--- src/rtl/mul_pkg.sv ---
// Shared types and width helpers for the sequential shift-add multiplier.
package mul_pkg;

  typedef enum logic [1:0] {
    IDLE = 2'd0,
    CALC = 2'd1,
    FIX  = 2'd2,
    DONE = 2'd3
  } state_t;

  localparam int N_DEFAULT = 32;

  function automatic int cnt_w(input int n);
    return $clog2(n + 1);
  endfunction

  // One guard bit above the 2N-bit partial product.
  function automatic int acc_w(input int n);
    return 2 * n + 1;
  endfunction

endpackage

--- src/rtl/add_n.sv ---
// Parametrised N-bit adder with carry out, used for the per-iteration accumulate.
module add_n #(
  parameter int N = 32
) (
  input  logic [N-1:0] a,
  input  logic [N-1:0] b,
  output logic [N-1:0] sum,
  output logic         cout
);

  assign {cout, sum} = {1'b0, a} + {1'b0, b};

endmodule

--- src/rtl/seq_mul_n.sv ---
// Sequential shift-add multiplier, signed or unsigned per operation, with
// valid/ready handshakes and a held 2N-bit result.
module seq_mul_n
  import mul_pkg::*;
#(
  parameter int N = N_DEFAULT
) (
  input  logic         clk,
  input  logic         reset,
  input  logic         in_valid,
  output logic         in_ready,
  input  logic         is_signed,
  input  logic [N-1:0] multiplier,
  input  logic [N-1:0] multiplicand,
  output logic         out_valid,
  input  logic         out_ready,
  output logic [N-1:0] product_upper,
  output logic [N-1:0] product_lower,
  output logic         fits_lower,
  output logic         busy
);

  localparam int CW = cnt_w(N);
  localparam int AW = acc_w(N);

  state_t          state, state_nx;
  logic [CW-1:0]   cnt;
  logic [AW-1:0]   acc;
  logic [N-1:0]    mag_b;
  logic            neg;
  logic            signed_q;

  logic [N-1:0]    mag_a_in, mag_b_in;
  logic [N-1:0]    sum;
  logic            cout;
  logic [2*N-1:0]  res;
  logic            fits_nx;
  logic            last;

  // Most-negative operand negates to 2^(N-1), which still fits as an unsigned magnitude.
  assign mag_a_in = (is_signed && multiplier[N-1])   ? -multiplier   : multiplier;
  assign mag_b_in = (is_signed && multiplicand[N-1]) ? -multiplicand : multiplicand;
  assign last     = (cnt == CW'(N - 1));

  add_n #(.N(N)) u_add (
    .a    (acc[2*N-1:N]),
    .b    (mag_b),
    .sum  (sum),
    .cout (cout)
  );

  assign res     = neg ? -acc[2*N-1:0] : acc[2*N-1:0];
  assign fits_nx = signed_q ? (res[2*N-1:N] == {N{res[N-1]}})
                            : (res[2*N-1:N] == '0);

  assign in_ready = (state == IDLE);
  assign busy     = (state == CALC) || (state == FIX);

  always_ff @(posedge clk) begin
    if (reset) state <= IDLE;
    else       state <= state_nx;
  end

  always_comb begin
    state_nx = state;
    case (state)
      IDLE:    if (in_valid) state_nx = CALC;
      CALC:    if (last) state_nx = FIX;
      FIX:     state_nx = DONE;
      DONE:    if (out_ready) state_nx = IDLE;
      default: state_nx = IDLE;
    endcase
  end

  always_ff @(posedge clk) begin
    if (reset) begin
      cnt           <= '0;
      acc           <= '0;
      mag_b         <= '0;
      neg           <= 1'b0;
      signed_q      <= 1'b0;
      out_valid     <= 1'b0;
      product_upper <= '0;
      product_lower <= '0;
      fits_lower    <= 1'b0;
    end else begin
      case (state)
        IDLE: begin
          if (in_valid) begin
            signed_q <= is_signed;
            neg      <= is_signed & (multiplier[N-1] ^ multiplicand[N-1]);
            mag_b    <= mag_b_in;
            acc      <= {{(N+1){1'b0}}, mag_a_in};
            cnt      <= '0;
          end
        end
        CALC: begin
          if (acc[0]) acc <= {1'b0, cout, sum, acc[N-1:1]};
          else        acc <= acc >> 1;
          cnt <= cnt + 1'b1;
        end
        FIX: begin
          product_upper <= res[2*N-1:N];
          product_lower <= res[N-1:0];
          fits_lower    <= fits_nx;
          out_valid     <= 1'b1;
        end
        DONE: begin
          if (out_ready) out_valid <= 1'b0;
        end
        default: ;
      endcase
    end
  end

endmodule
--- config.mk ---
export PLATFORM = sky130hd
export DESIGN_NAME = seq_mul_n
export DESIGN_NICKNAME = d
export VERILOG_FILES = /design/src/rtl/mul_pkg.sv /design/src/rtl/add_n.sv /design/src/rtl/seq_mul_n.sv
export SDC_FILE = /design/constraint.sdc
export NUM_CORES = 1
export LEC_CHECK = 0
export CORE_MARGIN = 2
export CORE_UTILIZATION = 45
export DETAILED_ROUTE_END_ITERATION = 16
export MAX_ROUTING_LAYER = met4
export PLACE_DENSITY = 0.69
export SETUP_SLACK_MARGIN = 0.2
export SLEW_MARGIN = 40
export SYNTH_ARGS = -nofsm -noshare
export SYNTH_HDL_FRONTEND = slang
export SYNTH_SLANG_ARGS = --single-unit
--- constraint.sdc ---
create_clock -name clk -period 3.3 [get_ports clk]
set_input_delay 0.495 -clock clk [delete_from_list [all_inputs] [get_ports clk]]
set_output_delay 0.495 -clock clk [all_outputs]
set_load 0.01 [all_outputs]
==> impl_metrics.tcl <==
set metrics [dict create \
    io-pin-count 137 \
    finalCritPeriodShare_pct 101 \
    die_height_um 162 \
    synth_seq_area_share_pct 30.8 \
    power.density_cell_area_nw_per_um2 738 \
    remaining_drcs 0 \
    layout.nets 1751 \
    yosys_most_used_dff "sky130_fd_sc_hd__dfxtp_1" \
    run_status "finished, violations left" \
    async_reset_ff_share_pct 0 \
    drt_pass1_iterations 7 \
    ys_warn_count 0 \
    synth.cell_area_um2 11200 \
    global_route_wire_length_before_repair_um 53200 \
    synthXorXnorAreaFrac_pct 10.9 \
    vias_per_cell 5.74 \
    dominant_combinational_cell_family_by_area_after_synthesis "compound AO/OA/AOI/OAI gates" \
    synth_fp_nets 1545 \
    fraction_of_the_mapped_netlist_area_in_simple_logic_gates_pct 21.7 \
    synth_fa_ha_area_share_pct 4.65 \
    timing.hold.ws_ps 478 \
    cts_htree_levels 4 \
    peak_freq_mhz 300 \
    pwr-share-comb_pct 52.4 \
    path_class "flop to flop" \
    clk_pin_slew_worst_paths_ps 70 \
    routabilityCongestion 0.948 \
    placementRows 57 \
    post-route-worst-setup-slack_ps -34.5 \
    grt_antenna_before_repair 0 \
    holdCritPathClass "flop to flop" \
    synthesis.instances 1435 \
    synth_enable_flop_cells 0 \
    clock_skew_ps 12.0 \
    area.growth.synth_to_final_pct 30.3 \
    final_layout_size_suffix_gt1_share_pct 14.8 \
    clock_tree.buffer_depth 2 \
    count_of_pins_over_their_slew_limit 0 \
    relSlewSlack_pct 47.8 \
    cp_data_required_time_ps 3680 \
    grt_pass1_vias 10200 \
    design.core.area_um2 24400 \
    largest_net_degree_at_the_start_of_global_routing 170 \
    dieArea_um2 26100 \
    numClockSinks 172 \
    start_kind "flop" \
    worst-path-max-fanout 8 \
    synthesis.area_per_instance_um2 7.79 \
    reg2reg_setup_slack_ps -30 \
    cts_buffers 17 \
    int_power_mw 6.12 \
    wirelength_um 33200 \
    initial_core_util_pct 45.9 \
    port_buffers 136 \
    sw_frac_of_total_pct 43.1 \
    overflow 0 \
    worst_slew_pin_slew_ps 784 \
    final-hold-violation-count 0 \
    leakagePower_nw 5.53 \
    antenna-diode-count 0 \
    share_clk_of_total_power_pct 18.7 \
    fin_util_pct 59.8 \
    yosys_cell_types 77 \
    synth_seq_cells 172 \
    synth_compound_area_share_pct 25.7 \
    timing.max_cap.violations 0 \
    total_switching_power_mw 4.64 \
    detailedPlacementHpwl_um 25000 \
    finalWorstPathRequiredPeriod_ps 3330 \
    crit_arrival_ps 3710 \
    root_buffer "sky130_fd_sc_hd__clkbuf_16" \
    violations "negative setup slack" \
    ir_drop_uv 813 \
    setup_viol 1 \
    post-layout-total-power_mw 10.8 \
    preCtsSetupSlack_ps -61.0 \
    floorplan.die.width_um 162 \
    detail_route.wl_per_cell_um 16.8 \
    synth.mux.area_fraction_pct 1.99 \
    clk-insertion-delay-late_ps 450 \
    power_frac_seq_pct 29.0 \
    vias 11300 \
    critical_path.endpoint_type "flop" \
    drt_iter0_markers 943 \
    final_antenna_net_count 0 \
    rsz_0062_raised_after_global_routing "true" \
    cts_tree "built" \
    grtUsageTotal_pct 25.8 \
]
==> per-stage QoR <==
step / instance area [µm²] / instances / setup TNS, ps
3_3_place_gp: 13700 / 1939 / -96.0
2_1_floorplan: 11300 / 1435 / 0
4_1_cts: 14400 / 1973 / 0
5_1_grt: 14600 / 1978 / -205
3_5_place_dp: 13700 / 1939 / -163
6_report: 14600 / 1978 / -34.5
==> synthesized netlist by cell type, types with 7 or more instances <==
master	n	share of area (%)
sky130_fd_sc_hd__nor2_1	195	6.5
sky130_fd_sc_hd__a211oi_1	88	5.9
sky130_fd_sc_hd__o21ai_0	69	3.1
sky130_fd_sc_hd__xnor2_1	50	3.9
sky130_fd_sc_hd__a311oi_1	9	0.70
sky130_fd_sc_hd__ha_1	40	4.5
sky130_fd_sc_hd__nand2b_1	16	0.89
sky130_fd_sc_hd__xor2_1	89	7.0
sky130_fd_sc_hd__o211ai_1	18	1.2
sky130_fd_sc_hd__a222oi_1	12	1.1
sky130_fd_sc_hd__inv_1	30	1.0
sky130_fd_sc_hd__a21oi_1	102	4.6
sky130_fd_sc_hd__a21o_1	22	1.5
sky130_fd_sc_hd__nand3_1	11	0.49
sky130_fd_sc_hd__o31ai_1	34	2.3
sky130_fd_sc_hd__nand4_1	10	0.56
sky130_fd_sc_hd__clkbuf_1	85	2.9
sky130_fd_sc_hd__dfxtp_1	172	31
sky130_fd_sc_hd__or3_1	20	1.1
sky130_fd_sc_hd__mux2i_1	20	1.8
sky130_fd_sc_hd__nor2b_1	11	0.62
sky130_fd_sc_hd__o41ai_1	11	0.86
sky130_fd_sc_hd__nor3_1	33	1.5
sky130_fd_sc_hd__and2_1	7	0.39
sky130_fd_sc_hd__nor4_1	20	1.1
sky130_fd_sc_hd__or4_1	18	1.2
sky130_fd_sc_hd__a31oi_1	9	0.50
sky130_fd_sc_hd__nand2_1	133	4.5
==> metal layers <==
| metal | track usage, % | wire length [µm] | up-vias |
|---|---|---|---|
| li1 | - | - | 5668 |
| met1 | 36.7 | 16000 | 5228 |
| met2 | 38.5 | 14400 | 412 |
| met3 | 3.88 | 2300 | 40 |
| met4 | 6.44 | 488 | 0 |
| met5 | - | 0 | - |
==> cells by family after synthesis <==
kind of cell    after synthesis
simple gates                512
compound gates              425
flops                       172
xor+xnor                    139
buf+inv                     124
fa+ha+maj                    41
mux                          22
==> timing repair <==
action                     4_1_cts  5_1_grt
hold buffers                     0        0
buffers inserted                 2        5
cloned                           0        0
gates resized for setup         10       33
pin swaps                        5       19
setup endpoints to repair        4       15
==> cell usage in the layout, fill, tap and decap left out, types with 11 or more instances in the layout <==
cell and count:
sky130_fd_sc_hd__a211oi_1 87, sky130_fd_sc_hd__a21o_1 22, sky130_fd_sc_hd__a21oi_1 100, sky130_fd_sc_hd__a222oi_1 12
sky130_fd_sc_hd__buf_4 142, sky130_fd_sc_hd__clkbuf_16 17, sky130_fd_sc_hd__clkdlybuf4s50_1 135, sky130_fd_sc_hd__dfxtp_1 167
sky130_fd_sc_hd__ha_1 36, sky130_fd_sc_hd__inv_1 28, sky130_fd_sc_hd__mux2i_1 20, sky130_fd_sc_hd__nand2_1 133
sky130_fd_sc_hd__nand2b_1 16, sky130_fd_sc_hd__nand3_1 11, sky130_fd_sc_hd__nor2_1 195, sky130_fd_sc_hd__nor3_1 30
sky130_fd_sc_hd__nor4_1 18, sky130_fd_sc_hd__o211ai_1 18, sky130_fd_sc_hd__o21ai_0 69, sky130_fd_sc_hd__o31ai_1 30
sky130_fd_sc_hd__or3_1 20, sky130_fd_sc_hd__or4_1 18, sky130_fd_sc_hd__xnor2_1 48, sky130_fd_sc_hd__xor2_1 86
==> worst max-delay path, stage by stage (launching register included) <==
cell and delay [ps]:
sky130_fd_sc_hd__dfxtp_1 310, sky130_fd_sc_hd__or4_4 570, sky130_fd_sc_hd__or3_4 350, sky130_fd_sc_hd__or3_4 460, sky130_fd_sc_hd__buf_4 190, sky130_fd_sc_hd__nor3_1 220
sky130_fd_sc_hd__buf_4 170, sky130_fd_sc_hd__a21oi_1 90, sky130_fd_sc_hd__xnor2_1 240, sky130_fd_sc_hd__and4_1 210, sky130_fd_sc_hd__nand3_1 90, sky130_fd_sc_hd__o32a_1 310
sky130_fd_sc_hd__o21ai_2 50
==> area by class of cell <==
type | count | area (µm²)
clock inverter | 14 | 148
clock buffer | 18 | 429
inverter | 31 | 124
fill | 2264 | 9810
timing repair buffer | 280 | 2460
tap | 324 | 405
sequential | 172 | 3450
multi-input combinational | 1139 | 7560
==> sequential cells by signal (all words and copies together) (netlist names), 2 cells and up <==
name / flops
acc: 64
cnt: 6
mag_b: 32
product_lower: 32
product_upper: 32
state: 2
==> power groups by stage <==
stage	Clock (mW)	Combinational, mW	Sequential (mW)
after floorplan	0	3.33	3.20
after global placement	0	5.42	3.14
after detailed placement	0	5.49	3.15
after CTS	2.03	5.54	3.11
after global routing	2.12	6.19	3.19
final	2.01	5.64	3.12
==> path summary, 6_finish.rpt <==
kind	startpoint	end	cells past startpoint
max	acc[30]$_SDFFE_PP0P_	fits_lower$_SDFFE_PP0P_	12
min	mag_b[21]$_SDFFE_PP0P_	mag_b[21]$_SDFFE_PP0P_	2
max reg2reg	acc[30]$_SDFFE_PP0P_	fits_lower$_SDFFE_PP0P_	12
min reg2reg	mag_b[21]$_SDFFE_PP0P_	mag_b[21]$_SDFFE_PP0P_	2
No activity file was read; power rests on OpenSTA's default activity.
